## config.mk

```make
export PLATFORM = sky130hd
export DESIGN_NAME = pellet_tracker
export DESIGN_NICKNAME = d
export VERILOG_FILES = /design/src/rtl/game_pkg.sv /design/src/rtl/pellet_cell_locator.sv /design/src/rtl/pellet_tracker.sv
export SDC_FILE = /design/constraint.sdc
export NUM_CORES = 1
export LEC_CHECK = 0
export ABC_CLOCK_PERIOD_IN_PS = 12630
export BUFFER_PORTS_ARGS = -buffer_cell sky130_fd_sc_hd__buf_2
export CORE_UTILIZATION = 50
export DETAILED_ROUTE_END_ITERATION = 8
export PLACE_DENSITY_LB_ADDON = 0.3
export SYNTH_ARGS = -nofsm -noshare
export SYNTH_HDL_FRONTEND = slang
export SYNTH_SLANG_ARGS = --single-unit
```

## constraint.sdc

```tcl
create_clock -name clk -period 12.63 [get_ports clk]
set_input_delay 0.6315 -clock clk [delete_from_list [all_inputs] [get_ports clk]]
set_output_delay 0.6315 -clock clk [all_outputs]
set_load 0.05 [all_outputs]
```

## src/rtl/game_pkg.sv

```systemverilog
// Shared game constants and the pellet tracker state type.
// Raster offsets are common to the movement, ghost and pellet stages.
package game_pkg;

   typedef enum logic [1:0] {
      IDLE = 2'd0,
      PLAY = 2'd1,
      DONE = 2'd2
   } state_t;

   localparam logic [9:0] OFFSETH   = 10'd274;
   localparam logic [9:0] OFFSETV   = 10'd58;
   localparam logic [9:0] CELL      = 10'd20;

   localparam int         COLS      = 19;
   localparam int         ROWS      = 21;
   localparam int         NCELLS    = ROWS * COLS;
   localparam int         IDX_W     = $clog2(NCELLS);

   localparam logic [9:0] FIELD_W   = 10'(COLS) * CELL;
   localparam logic [9:0] FIELD_H   = 10'(ROWS) * CELL;

   localparam logic [4:0] PEL_LO    = 5'd8;
   localparam logic [4:0] PEL_SIZE  = 5'd4;
   localparam logic [4:0] PEL_HI    = PEL_LO + PEL_SIZE - 5'd1;

   localparam logic [15:0] WIN_SCORE = 16'd30;
   localparam logic [15:0] SCORE_MAX = 16'hFFFF;

   // Flat pellet index, row-major.
   function automatic logic [IDX_W-1:0] cell_index(input logic [4:0] row,
                                                   input logic [4:0] col);
      return IDX_W'(row) * IDX_W'(COLS) + IDX_W'(col);
   endfunction

endpackage

```

## src/rtl/pellet_cell_locator.sv

```systemverilog
// Maps the raster position to a pellet grid cell and flags pixels inside
// the pellet square of that cell. All constant-divide logic lives here.
module pellet_cell_locator
   import game_pkg::*;
(
   input  logic [9:0] hCount,
   input  logic [9:0] vCount,
   output logic [4:0] col,
   output logic [4:0] row,
   output logic       onPellet
);

   logic [9:0] x;
   logic [9:0] y;
   logic [4:0] px;
   logic [4:0] py;
   logic       in_field;

   always_comb begin
      x = hCount - OFFSETH;
      y = vCount - OFFSETV;
      // Explicit lower bounds so a raster left of / above the field never wraps in.
      in_field = (hCount >= OFFSETH) && (vCount >= OFFSETV) &&
                 (x < FIELD_W) && (y < FIELD_H);
      col = 5'(x / CELL);
      row = 5'(y / CELL);
      px  = 5'(x % CELL);
      py  = 5'(y % CELL);
      onPellet = in_field &&
                 (px >= PEL_LO) && (px <= PEL_HI) &&
                 (py >= PEL_LO) && (py <= PEL_HI);
   end

endmodule

```

## src/rtl/pellet_tracker.sv

```systemverilog
// Pellet field owner: draws uneaten pellets, scores overlaps with Pac-Man
// and raises win once the target count is eaten.
//
//   state | meaning
//   IDLE  | waiting for start; field drawn, overlaps ignored
//   PLAY  | overlaps eat pellets and count into score
//   DONE  | game over (win or lose); field and score frozen until ack
module pellet_tracker
   import game_pkg::*;
(
   input  logic        clk,
   input  logic        reset,
   input  logic        start,
   input  logic        ack,
   input  logic        lose,
   input  logic [9:0]  hCount,
   input  logic [9:0]  vCount,
   input  logic        pacmanFill,
   output logic        pelletFill,
   output logic [15:0] score,
   output logic        win
);

   state_t            state;
   state_t            state_next;
   logic [4:0]        col;
   logic [4:0]        row;
   logic              on_pellet;
   logic [IDX_W-1:0]  idx;
   logic [NCELLS-1:0] eaten;
   logic [15:0]       score_inc;
   logic              eat;
   logic              clear_field;
   logic              win_set;
   logic              won;

   pellet_cell_locator u_locator (
      .hCount   (hCount),
      .vCount   (vCount),
      .col      (col),
      .row      (row),
      .onPellet (on_pellet)
   );

   assign idx        = cell_index(row, col);
   // on_pellet is only true inside the grid, so idx is always in range when it matters.
   assign pelletFill = on_pellet && !eaten[idx];
   assign score_inc  = (score == SCORE_MAX) ? score : score + 16'd1;
   assign win        = won;

   always_comb begin
      state_next  = state;
      eat         = 1'b0;
      clear_field = 1'b0;
      win_set     = 1'b0;
      case (state)
         IDLE: begin
            if (start) state_next = PLAY;
         end
         PLAY: begin
            eat = pelletFill && pacmanFill;
            // lose wins over a simultaneous winning eat; the eat still counts.
            if (lose) begin
               state_next = DONE;
            end else if (eat && (score_inc == WIN_SCORE)) begin
               state_next = DONE;
               win_set    = 1'b1;
            end
         end
         DONE: begin
            if (ack) begin
               state_next  = IDLE;
               clear_field = 1'b1;
            end
         end
         default: state_next = IDLE;
      endcase
   end

   always_ff @(posedge clk) begin
      if (reset) begin
         state <= IDLE;
      end else begin
         state <= state_next;
      end
   end

   always_ff @(posedge clk) begin
      if (reset) begin
         eaten <= '0;
         score <= '0;
         won   <= 1'b0;
      end else if (clear_field) begin
         eaten <= '0;
         score <= '0;
         won   <= 1'b0;
      end else begin
         if (eat) begin
            eaten[idx] <= 1'b1;
            score      <= score_inc;
         end
         if (win_set) won <= 1'b1;
      end
   end

endmodule

```

==> summary.txt, run 1 <==
Synth
  – Synth area leaders: dfxtp_1, mux4_2, nand2_1
  – Yosys synthesis warning count: 0
  – Synth async-reset ratio: 0%
  – Syn Inst Count: 2373
  – Post-synthesis sequential area ratio: about two fifths
  – Cell variety after synth: 94
  – Syn nets: approximately 2.4k
  – Mapped cell area: 0.0209 sq mm
  – Yosys reg bits: ~420
  – Dominant cell type by area after synthesis: dfxtp_1
  – Number of synthesized flops with an enable pin: 0
  – Post-Syn Area per Cell: between 8 and 9 sq um
  – Predominant post-synthesis flop cell: dfxtp_1
  – Synth top area share: between 40 and 50%

Drt
  – Vias: about 18k
  – Drc violations: 8
  – Vias per cell: 6.13
  – DRT iter0 DRCs: 1814
  – Detailed Route WL: 53800 um
  – WL per Instance: between 15 and 20 um
  – Antenna-violating nets left: 0
  – Drt pass-1 iters: 7

Timing
  – Final Slew Violations: 0
  – Fin. Hold Viols: 0
  – PnR worst setup slack: 937 ps
  – Relative slew slack: 18.4%
  – Total negative setup slack: 0 ps
  – RSZ-0062 raised after global routing: no
  – Achievable Freq: ~0.086 GHz
  – Min Clock Period, post-route: 11690 ps
  – Final Skew: between 10 and 15 ps
  – Worst-margin pin slew: between 1000 and 1500 ps
  – Period utilization: 92.6%
  – Final setup fails: 0

Power
  – Pwr dens: ~290 mW/mm^2
  – Switching Fraction: 48.2%
  – Int Pwr: 3.41 mW
  – Sw power: between 3 and 4 mW
  – Clock share of power: between 10% and 20%
  – Logic gate share of total power: around three fifths
  – Leak: 7.75 nW
  – Reg power frac: 20.0%
  – Maximum vdd ir drop: about 0.43 mV

CTS
  – Post-CTS Resized: 0
  – Clock Sinks: 418
  – Clock-pin slew on the worst setup and hold paths: approximately 60 ps
  – Clock H-tree levels: 2
  – Total CTS buffers: 43
  – Clk Latency, worst-skew pair: ~560 ps
  – Hold buffers post-CTS: 0
  – CTS tree: done
  – Post-CTS setup repair buffer count: 0
  – Bufs on Longest Clock Path: 3
  – Clock root buffer: clkbuf_16

Global routing
  – Vias in the first global route: 17.2k
  – GRT Overall Usage: between 20% and 30%
  – Initial antenna violation count: 0
  – GR Overflow Total: 0
  – First-pass GRT wire length: roughly 88000 um
  – Pin count of the biggest net entering global routing: 125

Setup path
  – Top delay family on crit path: compound AO/OA/AOI/OAI gates
  – Crit path DAT: 11060 ps
  – CP Launch Type: input pin
  – Worst reg2reg path depth: 15
  – Reg2Reg Setup Slack: 7910 ps
  – RR Endpoint: eaten[187]
  – Worst path most repeated cell: inv_1
  – CP Max Fanout: 66
  – Worst setup path class: in -> out
  – CP max stage cell: ha_4
  – Crit path buffers/inverters: 9
  – Critical Path End Type: primary output
  – Peak per-stage delay on the critical path: ~960 ps
  – Reg2reg start: eaten[15]
  – CP Launch Point: vCount[2]
  – Required @ worst endpoint: around 12000 ps

Place
  – Minimum setup slack after placement: about 860 ps
  – Buffers on Ports: 43
  – Routability cong.: 0.873
  – Inst Count DP: 2799
  – Post-detail-place hpwl: about 34000 um

Hold path
  – HP Start: lose
  – WHS Endpoint: state[1]
  – Hold Crit Depth: 3
  – Hold WC Path Type: in -> reg

Run status
  – Failing checks: DRC
  – Outcome: finished, violations left

Layout
  – N_diodes: 0
  – Fin nets: about 2.4k
  – Area delta synth->final: 9.11%
  – Fill cells: 3627
  – Commonest non-fill, non-tap cell in the layout: nand2_1
  – Non-Filler Instances: roughly 2.9k
  – Most frequent cells in the layout: nand2_1, dfxtp_1, o21ai_0
  – Layout cells sized above 1: 14.0%

Floorplanning
  – Chip width: between 200 and 250 um
  – Core area: 0.0410 sq mm
  – FP Rows: 74
  – Die area: 0.0426 sq mm
  – Initial core utilization: roughly half
  – # IOs: 44
  – Die Ht: between 200 and 250 um

Flow run
  – Max-Cap Viols: 0
==> logic make-up (layout without fill, tap and decap cells) <==
group           Yosys count  in the layout  synth area share, %
simple gates            851            851                 17.8
compound gates          667            667                 19.1
flops                   418            418                 40.0
buf+inv                 219            189                 4.51
mux                     150            150                 14.8
xor+xnor                 37             37                 1.72
fa+ha+maj                31             31                 2.07
==> layout make-up <==
class / count / area, sq um / area share [%]
sequential: 418 / 8370 / 36.7
clock buffer: 64 / 1320 / 5.78
clock inverter: 12 / 154 / 0.675
tap: 532 / 666 / 2.92
inverter: 39 / 146 / 0.642
timing repair buffer: 74 / 473 / 2.07
multi-input combinational: 1736 / 11700 / 51.2
==> worst reg2reg max path, cell delays in order, from the launching register on <==
cell	delay, ps
dfxtp_1	320
mux4_2	460
mux4_2	520
mux4_2	500
nand2_1	80
o21ai_0	100
a22oi_1	230
o221a_2	230
inv_1	50
a31oi_1	270
nand3_1	170
a2111oi_2	410
buf_4	280
nand3b_1	100
buf_4	470
o21ai_0	440
==> worst max-delay path by stage <==
| stage | endpoint | cells past startpoint |
|---|---|---|
| 2_1_floorplan | state[0] | 38 |
| 3_3_place_gp | eaten[226] | 37 |
| 3_5_place_dp | eaten[307] | 37 |
| 4_1_cts | pelletFill | 34 |
| 5_1_grt | pelletFill | 36 |
| 6_report | pelletFill | 36 |
==> power groups by stage <==
stage                     clock network (mW)  registers [mW]  logic [mW]
after detailed placement                   0            1.35        3.89
after CTS                               1.32            1.32        3.91
after global placement                     0            1.35        3.87
after global routing                    1.38            1.32        4.15
after floorplan                            0            1.35        2.49
final                                   1.31            1.32        3.95
==> cells in the mapped netlist, types with 8 or more instances <==
master and number:
nand2b_1 13, buf_1 11, mux2i_1 16, clkbuf_1 136, and2_1 10, nand2_1 564
nor3_1 29, buf_2 16, inv_1 39, dfxtp_1 418, and3_1 20, a31o_2 9
a31oi_1 15, nor2b_1 19, o211ai_1 9, nand3_1 37, o21ai_0 236, xor2_1 11
buf_6 10, nand4_1 8, a211oi_1 15, a21oi_1 54, ha_1 25, xnor2_1 23
mux4_2 126, o31ai_1 12, o21ai_1 204, nor2_1 80, or3_1 23, a2111oi_0 8
==> through the flow <==
step	power, mW	instance area (sq um)	utilization (%)	hold slack [ps]
final	6.58	22800	55.6	349
after global routing	6.85	22800	55.6	372
after CTS	6.55	22800	55.6	335
after detailed placement	5.24	21300	52.0	437
after global placement	5.22	21300	52.0	428
after floorplan	3.84	20900	-	420
==> per-layer routing <==
| layer | share of wire (%) | GRT usage, % |
|---|---|---|
| met4 | 2.0 | 7.33 |
| met5 | 0 | 0 |
| met3 | 6.1 | 3.61 |
| met2 | 49 | 43.4 |
| met1 | 43 | 33.6 |
==> flip-flops by register name (all words and copies together), names as in the netlist <==
signal,cells
eaten,399
score,16
state,2
win,1
Power figures use the tool's default switching activity.
==> inputs of run 2 (changes only) <==
--- a/config.mk
+++ b/config.mk
@@ -7,9 +7,11 @@
 export LEC_CHECK = 0
 export ABC_CLOCK_PERIOD_IN_PS = 12630
 export BUFFER_PORTS_ARGS = -buffer_cell sky130_fd_sc_hd__buf_2
+export CAP_MARGIN = 20
 export CORE_UTILIZATION = 50
 export DETAILED_ROUTE_END_ITERATION = 8
 export PLACE_DENSITY_LB_ADDON = 0.3
+export RECOVER_POWER = 25
 export SYNTH_ARGS = -nofsm -noshare
 export SYNTH_HDL_FRONTEND = slang
 export SYNTH_SLANG_ARGS = --single-unit
==> run 2 against run 1 <==
The run still ends with DRC left; total power rose by 0.15%; cell area about the same; final cell count about the same; wire length about the same; critical path type unchanged; largest power group unchanged.
==> summary.txt, run 2 (same netlist as run 1, synthesis figures left out) <==
Power
  – Sw power: 3.16 mW (was 3.17 mW)
  – Int Pwr: 3.43 mW (was 3.41 mW)
  – Leak: 7.70 nW (was 7.75 nW)
  – Maximum vdd ir drop: 0.428 mV (was 0.431 mV)
  – Pwr dens: 289 mW/mm^2 (was 288 mW/mm^2)
  – Switching Fraction: 48.0% (was 48.2%)
  – Logic gate share of total power: 60.1% (about the same)
  – Final Power: 6.59 mW (was 6.58 mW)
  – Reg power frac: 20.0% (about the same)
  – Clock share of power: 19.9% (about the same)

Drt
  – Drc violations: 8 (unchanged)
  – Vias: 17.6k (about the same)
  – Drt pass-1 iters: 7 (unchanged)
  – Antenna-violating nets left: 0 (unchanged)
  – DRT iter0 DRCs: 1746 (was 1814)
  – Vias per cell: 6.11 (was 6.13)
  – Detailed Route WL: 53800 um (about the same)
  – WL per Instance: 18.7 um (about the same)

Flow run
  – Max-Cap Viols: 0 (unchanged)

CTS
  – Clock H-tree levels: 2 (unchanged)
  – Bufs on Longest Clock Path: 3 (unchanged)
  – Total CTS buffers: 43 (unchanged)
  – Post-CTS Resized: 0 (unchanged)
  – Clock root buffer: clkbuf_16 (unchanged)
  – Clk Latency, worst-skew pair: 560 ps (about the same)
  – CTS tree: done (unchanged)
  – Post-CTS setup repair buffer count: 0 (unchanged)
  – Clock-pin slew on the worst setup and hold paths: 50 ps (was 60 ps)
  – Hold buffers post-CTS: 0 (unchanged)
  – Clock Sinks: 418 (unchanged)

Timing
  – Final Slew Violations: 0 (unchanged)
  – PnR worst setup slack: 890 ps (was 937 ps)
  – Worst hold margin: 343 ps (was 349 ps)
  – Final setup fails: 0 (unchanged)
  – Achievable Freq: 0.0852 GHz (was 0.0855 GHz)
  – Final Skew: 14.6 ps (was 13.8 ps)
  – RSZ-0062 raised after global routing: no (unchanged)
  – Min Clock Period, post-route: 11740 ps (was 11690 ps)
  – Fin. Hold Viols: 0 (unchanged)
  – Worst-margin pin slew: 1110 ps (was 1220 ps)
  – Relative slew slack: 25.8% (was 18.4%)
  – Period utilization: 93.0% (was 92.6%)
  – Total negative setup slack: 0 ps (unchanged)

Floorplanning
  – Initial core utilization: 51.0% (unchanged)
  – Die area: 0.0426 sq mm (unchanged)
  – # IOs: 44 (unchanged)
  – Core area: 0.0410 sq mm (unchanged)
  – Die Ht: 206 um (unchanged)
  – Chip width: 206 um (unchanged)
  – FP Rows: 74 (unchanged)

Setup path
  – Crit path DAT: 11110 ps (was 11060 ps)
  – CP Max Fanout: 66 (unchanged)
  – CP Launch Type: input pin (unchanged)
  – CP max stage cell: ha_4 (unchanged)
  – Worst setup path class: in -> out (unchanged)
  – Required @ worst endpoint: 12000 ps (about the same)
  – Peak per-stage delay on the critical path: 950 ps (was 960 ps)
  – Top delay family on crit path: compound AO/OA/AOI/OAI gates (unchanged)
  – Crit path buffers/inverters: 9 (unchanged)
  – Worst path most repeated cell: inv_1 (unchanged)
  – Critical Path End Type: primary output (unchanged)

Place
  – Post-detail-place hpwl: 34400 um (unchanged)
  – Minimum setup slack after placement: 858 ps (unchanged)
  – Routability cong.: 0.873 (unchanged)
  – Buffers on Ports: 43 (unchanged)
  – Dpl cell area: 0.0213 sq mm (unchanged)

Layout
  – Fin nets: 2371 (was 2369)
  – Fin area: 0.0228 sq mm (about the same)
  – Max reg flops: 399 (unchanged)
  – Fill cells: 3645 (was 3627)
  – Area delta synth->final: 9.07% (was 9.11%)
  – Top Registers: eaten x399, score x16, state x2 (unchanged)
  – Layout cells sized above 1: 13.2% (was 14.0%)
  – Largest reg by FF count: eaten (unchanged)
  – Register area: 0.00837 sq mm (unchanged)
  – N_diodes: 0 (unchanged)
  – Commonest non-fill, non-tap cell in the layout: nand2_1 (unchanged)
  – Most frequent cells in the layout: nand2_1, dfxtp_1, o21ai_0 (unchanged)
  – Multi-input combinational cell area: 0.0117 sq mm (about the same)

Global routing
  – GRT Overall Usage: 25.5% (unchanged)
  – Pin count of the biggest net entering global routing: 125 (unchanged)
  – First-pass GRT wire length: 88400 um (unchanged)
  – Initial antenna violation count: 0 (unchanged)
  – GR Overflow Total: 0 (unchanged)
  – Vias in the first global route: 17.2k (unchanged)

Run status
  – Outcome: finished, violations left (unchanged)
  – Failing checks: DRC (unchanged)

Hold path
  – Hold WC Path Type: in -> reg (unchanged)
run 2: cell types whose count changed in the layout (fill, tap and decap cells not counted), moves of 2 or more:
cell      delta
buf_16       +2
buf_2       -17
buf_4        -2
o21ai_1     -32
clkbuf_1    +19
o21ai_0     +32
run 2: final cells by class:
| class | count | area share, % |
|---|---|---|
| clock inverter | 12 | 0.675 |
| tap | 532 | 2.92 |
| timing repair buffer | 76 | 2.15 |
| clock buffer | 64 | 5.78 |
| inverter | 39 | 0.642 |
| sequential | 418 | 36.7 |
| multi-input combinational | 1736 | 51.1 |
run 2: power groups by stage:
stage          clock network, mW  registers (mW)  logic [mW]
6_report                    1.31            1.32        3.96
5_1_grt                     1.38            1.32        4.17
4_1_cts                     1.32            1.32        3.91
3_5_place_dp                   0            1.35        3.89
3_3_place_gp                   0            1.35        3.87
2_1_floorplan                  0            1.35        2.49
run 2: path summary, 6_finish.rpt:
check	end	depth (start not counted)	start	slack, ps
hold / removal	state[1]	3	lose	340
setup / recovery	pelletFill	36	vCount[2]	890
setup reg to reg	eaten[334]	14	eaten[15]	7720
hold reg to reg	eaten[22]	2	eaten[22]	440
run 2: routing by layer:
layer,vias to the layer above,share of wire [%],track usage (%)
met5,-,0,0
met4,0,2.1,7.33
met3,89,5.7,3.61
met2,545,48,43.4
met1,8523,44,33.6
li1,8421,-,-
run 2: worst reg2reg max path, delay by kind of cell, from the launching register on:
kind | cells | cell delay, ps
and+or+nand+nor | 3 | 1000
muxes | 3 | 1480
DFF | 1 | 320
AOI/OAI and AO/OA | 6 | 1380
buffers and inverters | 2 | 650
run 2: stage by stage:
step / utilization (%) / cells
5_1_grt: 55.6 / 2877
2_1_floorplan: - / 2373
4_1_cts: 55.6 / 2875
3_5_place_dp: 52.0 / 2799
6_report: 55.6 / 2877
3_3_place_gp: 52.0 / 2799
